File: src/rtl/i2c_target_rx.sv
// Write-only I2C target receiver: synchronises SCL/SDA, detects START/STOP,
// ACKs its own write address and every data byte, and NACKs reads.
module i2c_target_rx #(
    parameter logic [6:0] DEV_ADDR = 7'h50
) (
    input  logic       clk,
    input  logic       rst,
    input  logic       scl_i,
    input  logic       sda_i,
    output logic       sda_oe,
    output logic [7:0] rx_data,
    output logic       rx_valid,
    output logic       start_det,
    output logic       stop_det,
    output logic       busy
);

    typedef enum logic [2:0] {
        S_IDLE,
        S_ADDR,
        S_ADDR_ACK,
        S_DATA,
        S_DATA_ACK,
        S_IGNORE
    } state_t;

    logic [1:0] r_scl_sync;
    logic [1:0] r_sda_sync;
    logic       r_scl_d;
    logic       r_sda_d;

    state_t     r_state;
    logic [2:0] r_cnt;
    logic [6:0] r_shift;
    logic       r_oe;
    logic [7:0] r_data;
    logic       r_valid;
    logic       r_start;
    logic       r_stop;
    logic       r_busy;

    state_t     w_state_nx;
    logic [2:0] w_cnt_nx;
    logic [6:0] w_shift_nx;
    logic       w_oe_nx;
    logic [7:0] w_data_nx;
    logic       w_valid_nx;
    logic       w_start_nx;
    logic       w_stop_nx;
    logic       w_busy_nx;

    logic       w_scl_s;
    logic       w_sda_s;
    logic       w_scl_rise;
    logic       w_scl_fall;
    logic       w_start;
    logic       w_stop;
    logic       w_last;
    logic [7:0] w_byte;
    logic       w_match;

    // Synchronisers and delay stage idle high so reset never looks like an edge
    always_ff @(posedge clk or posedge rst) begin
        if (rst) begin
            r_scl_sync <= 2'b11;
            r_sda_sync <= 2'b11;
            r_scl_d    <= 1'b1;
            r_sda_d    <= 1'b1;
        end else begin
            r_scl_sync <= {r_scl_sync[0], scl_i};
            r_sda_sync <= {r_sda_sync[0], sda_i};
            r_scl_d    <= r_scl_sync[1];
            r_sda_d    <= r_sda_sync[1];
        end
    end

    assign w_scl_s    = r_scl_sync[1];
    assign w_sda_s    = r_sda_sync[1];
    assign w_scl_rise = w_scl_s & ~r_scl_d;
    assign w_scl_fall = ~w_scl_s & r_scl_d;
    assign w_start    = w_scl_s & r_scl_d & r_sda_d & ~w_sda_s;
    assign w_stop     = w_scl_s & r_scl_d & ~r_sda_d & w_sda_s;
    assign w_last     = (r_cnt == 3'd7);
    assign w_byte     = {r_shift, w_sda_s};
    assign w_match    = (w_byte[7:1] == DEV_ADDR) & ~w_byte[0];

    always_ff @(posedge clk or posedge rst) begin
        if (rst) begin
            r_state <= S_IDLE;
            r_cnt   <= 3'd0;
            r_shift <= 7'd0;
            r_oe    <= 1'b0;
            r_data  <= 8'h00;
            r_valid <= 1'b0;
            r_start <= 1'b0;
            r_stop  <= 1'b0;
            r_busy  <= 1'b0;
        end else begin
            r_state <= w_state_nx;
            r_cnt   <= w_cnt_nx;
            r_shift <= w_shift_nx;
            r_oe    <= w_oe_nx;
            r_data  <= w_data_nx;
            r_valid <= w_valid_nx;
            r_start <= w_start_nx;
            r_stop  <= w_stop_nx;
            r_busy  <= w_busy_nx;
        end
    end

    always_comb begin
        w_state_nx = r_state;
        w_cnt_nx   = r_cnt;
        w_shift_nx = r_shift;
        w_oe_nx    = r_oe;
        w_data_nx  = r_data;
        w_valid_nx = 1'b0;
        w_start_nx = 1'b0;
        w_stop_nx  = 1'b0;
        w_busy_nx  = r_busy;
        // Bus conditions win over any SCL edge seen in the same cycle
        if (w_start) begin
            w_start_nx = 1'b1;
            w_busy_nx  = 1'b1;
            w_cnt_nx   = 3'd0;
            w_oe_nx    = 1'b0;
            w_state_nx = S_ADDR;
        end else if (w_stop) begin
            w_stop_nx  = 1'b1;
            w_busy_nx  = 1'b0;
            w_cnt_nx   = 3'd0;
            w_oe_nx    = 1'b0;
            w_state_nx = S_IDLE;
        end else begin
            case (r_state)
                S_ADDR: begin
                    if (w_scl_rise) begin
                        w_shift_nx = w_byte[6:0];
                        w_cnt_nx   = r_cnt + 3'd1;
                        if (w_last)
                            w_state_nx = w_match ? S_ADDR_ACK : S_IGNORE;
                    end
                end
                S_DATA: begin
                    if (w_scl_rise) begin
                        w_shift_nx = w_byte[6:0];
                        w_cnt_nx   = r_cnt + 3'd1;
                        if (w_last) begin
                            w_data_nx  = w_byte;
                            w_valid_nx = 1'b1;
                            w_state_nx = S_DATA_ACK;
                        end
                    end
                end
                S_ADDR_ACK, S_DATA_ACK: begin
                    // First fall ends bit 8 and grabs SDA; second ends the ACK clock
                    if (w_scl_fall) begin
                        if (!r_oe) begin
                            w_oe_nx = 1'b1;
                        end else begin
                            w_oe_nx    = 1'b0;
                            w_cnt_nx   = 3'd0;
                            w_state_nx = S_DATA;
                        end
                    end
                end
                default: ;
            endcase
        end
    end

    assign sda_oe    = r_oe;
    assign rx_data   = r_data;
    assign rx_valid  = r_valid;
    assign start_det = r_start;
    assign stop_det  = r_stop;
    assign busy      = r_busy;

endmodule
File: config.mk
export PLATFORM = sky130hd
export DESIGN_NAME = i2c_target_rx
export DESIGN_NICKNAME = d
export VERILOG_FILES = /design/src/rtl/i2c_target_rx.sv
export SDC_FILE = /design/constraint.sdc
export NUM_CORES = 1
export LEC_CHECK = 0
export ABC_AREA = 1
export ABC_CLOCK_PERIOD_IN_PS = 2840
export CAP_MARGIN = 10
export CORE_AREA = 3 3 59 56
export CTS_CLUSTER_SIZE = 14
export DETAILED_ROUTE_END_ITERATION = 10
export DIE_AREA = 0 0 62 59
export PLACE_DENSITY_LB_ADDON = 0.15
export SKIP_CTS_REPAIR_TIMING = 1
export SLEW_MARGIN = 20
export SYNTH_ARGS = -nofsm -noshare
export SYNTH_HDL_FRONTEND = slang
export SYNTH_SLANG_ARGS = --single-unit
export TNS_END_PERCENT = 5
File: constraint.sdc
create_clock -name clk -period 2.84 [get_ports clk]
set_input_delay 0.568 -clock clk [delete_from_list [all_inputs] [get_ports clk]]
set_output_delay 0.568 -clock clk [all_outputs]
set_load 0.01 [all_outputs]
==> results.toml <==
[run_status]
status = "finished clean"

[power_and_ir_drop]
swShare_pct = 40.3
comb_power_share_pct = 39.2
p_clk_share_pct = 18.2
p_sw_uw = 588
power.leakage_nw = 0.875
p_int_uw = 872
power_density_nw_per_um2 = 820
p_seq_share_pct = 42.6
p_total_mw = 1.46
peakVddDrop_mv = 0.476

[clock_network]
cts.sinks = 32
cts_buffers = 5
clkLatencyLatePin_ns = 0.32
cts.clk_slew.worst_paths_ns = 0.08
cts_tree = "built"
root_buffer = "clkbuf_4"
ctsHtreeMaxLevel = 2
clk_path_buf_depth = 2

[yosys]
synthCells = 169
syn_nets = 175
yosysSeqAreaShare_pct = 53.0
yosysUniqueCellTypes = 20
syn_area_um2 = 1520
ys_ff_latch = 32
avgSynthCellArea_um2 = 9.02
yosysWarnings = 0

[route]
routed-wl-met2_mm = 1.20
drt_iter0_markers = 32
wl_met3_um = 119
ant_nets = 0
drt-met1-wl_mm = 1.29
num_vias = 1116
wl_mm = 2.67
drc = 0
vias_per_cell = 4.81
firstDrtPassIters = 4
avgRoutedWirePerCell_um = 11.5
top_layer = "met4"

[setup_path]
crit_chain = "clkdlybuf4s50_1"
critPathBufInv = 1
critPathArrivalTime_ns = 1.26
reg2reg_depth = 8
cp.depth = 1
cpMaxStageDelayCell = "clkdlybuf4s50_1"
cp-end-kind = "primary output"
setup.worst_path.class = "reg2out"
required_ns = 2.27
cp_max_fo = 4
crit_family = "buffers and inverters"
cp-start-kind = "flip-flop"
crit_path_max_incr_delay_ns = 0.56
cp-startpoint = "sda_oe$_DFFE_PP0P_"
worstReg2RegStart = "r_sda_sync[1]$_DFF_PP1_"

[timing]
fin_crit_sh_pct = 64.3
hold_viol_final = 0
max_freq_mhz = 547
period_minus_slack_ns = 1.83
setup_ws_ns = 1.01
tns_ns = 0
rsz0062_at_grt = "false"
finalMaxSlewViolations = 0
clock_skew_ns = 0.0119
worst_pin_slew_ns = 0.564
relSlewSlack_pct = 62.3
setup_violations = 0

[hold_path]
hold_depth = 0
hold_start = "r_scl_sync[0]$_DFF_PP1_"
hold_class = "reg2reg"

[finish]
area_growth_pct = 16.8
drive_above_1_share_pct = 24.5
diodes = 0
finalNetCount = 197

[floorplan]
initial_utilization_pct = 55.9
die_w_um = 62
rows = 18
coreArea_um2 = 2730
die_area_um2 = 3660
die_h_um = 59
io_pins = 17

[grt]
grt_max_degree = 19
grtUsageTotal_pct = 18.0
gr-total-overflow = 0
grt_pass1_vias = 1065
antenna_found_initial = 0
grt_pass1_wl_mm = 4.66

[run]
maxCapViolations = 0

[placed_design]
dpl_worst_slack_ns = 1.14
io_buffers = 16
dpl.hpwl_mm = 1.98
gp_congestion = 0.907
-- cell usage after synthesis --
master | count | area, um^2
nor2_4 | 4 | 45.0
nand3_4 | 1 | 17.5
buf_6 | 2 | 22.5
o21ai_2 | 14 | 123
a21boi_0 | 1 | 7.51
nand2_1 | 52 | 195
nand4_1 | 1 | 6.26
nor2_1 | 17 | 63.8
nor2_2 | 3 | 18.8
nand3b_1 | 1 | 7.51
dfrtp_1 | 26 | 651
o21ai_0 | 1 | 5.00
ha_1 | 2 | 25.0
inv_1 | 16 | 60.1
nand2_2 | 6 | 37.5
nand3_1 | 11 | 55.1
nand3_2 | 1 | 10.0
dfstp_2 | 6 | 158
a21oi_1 | 1 | 5.00
inv_2 | 3 | 11.3
-- sequential cells by signal (all words and copies together) (netlist names) --
signal and count:
rx_data 8, r_shift 7, r_cnt 3, r_state 3, r_scl_sync 2, r_sda_sync 2, busy 1, r_scl_d 1
r_sda_d 1, rx_valid 1, sda_oe 1, start_det 1, stop_det 1
-- kinds of logic after synthesis --
kind of cell	synth area share, %
flip-flops	53.0
AND/OR/NAND/NOR	30.0
AO/OA/AOI/OAI	9.20
adder cells (fa/ha/maj)	1.64
buffers and inverters	6.16
-- power groups by stage --
stage,logic [mW],clock network [mW],registers (mW)
after global placement,0.546,0,0.628
after global routing,0.652,0.293,0.638
final,0.572,0.266,0.623
after CTS,0.574,0.275,0.624
after detailed placement,0.567,0,0.632
after floorplan,0.458,0,0.623
-- per-stage QoR --
step / instances / area, um^2 / hold WS [ns] / util (%)
6_report: 232 / 1780 / 0.360 / 65.3
5_1_grt: 232 / 1780 / 0.368 / 65.3
4_1_cts: 232 / 1780 / 0.363 / 65.3
3_5_place_dp: 224 / 1720 / 0.348 / 63.1
3_3_place_gp: 224 / 1720 / 0.347 / 63.1
2_1_floorplan: 169 / 1520 / 0.345 / -
-- path summary, 6_finish.rpt --
path / slack, ns / endpoint
worst max-delay path: 1.01 / sda_oe
worst min-delay path: 0.36 / r_scl_sync[1]$_DFF_PP1_
worst max register to register: 1.29 / r_cnt[0]$_DFFE_PP0P_
worst min register to register: 0.36 / r_scl_sync[1]$_DFF_PP1_
max in group asynchronous: 1.55 / r_sda_sync[1]$_DFF_PP1_
min in group asynchronous: 0.58 / start_det$_DFF_PP0_
-- per-layer routing --
metal	GRT usage (%)	vias up
met1	24.0	516
met4	10.6	0
met2	26.0	24
met3	4.79	5
li1	-	571
met5	0	-
-- cells in the final DEF, fill, tap and decap left out --
cell type | netlist | final
a21boi_0 | 1 | 1
a21oi_1 | 1 | 1
buf_4 | 0 | 1
clkbuf_4 | 0 | 5
clkbuf_8 | 0 | 1
clkdlybuf4s50_1 | 0 | 16
clkinv_2 | 0 | 2
dfrtp_1 | 26 | 26
dfstp_2 | 6 | 6
ha_1 | 2 | 2
inv_1 | 16 | 16
inv_2 | 3 | 3
nand2_1 | 52 | 52
nand2_2 | 6 | 6
nand3_1 | 11 | 11
nand3_2 | 1 | 1
nand3_4 | 1 | 1
nand3b_1 | 1 | 1
nand4_1 | 1 | 1
nor2_1 | 17 | 17
nor2_2 | 3 | 3
nor2_4 | 4 | 4
o21ai_0 | 1 | 1
o21ai_2 | 14 | 14
-- area by class of cell --
cell class / count / area [um^2]
well taps: 40 / 50.0
fillers: 236 / 945
flip-flops and latches: 32 / 808
inverters: 19 / 71.3
multi-input cells: 116 / 622
clock inverters: 2 / 10.0
repair buffers: 17 / 168
clock buffers: 6 / 51.3
(Power assumes the default switching activity.)
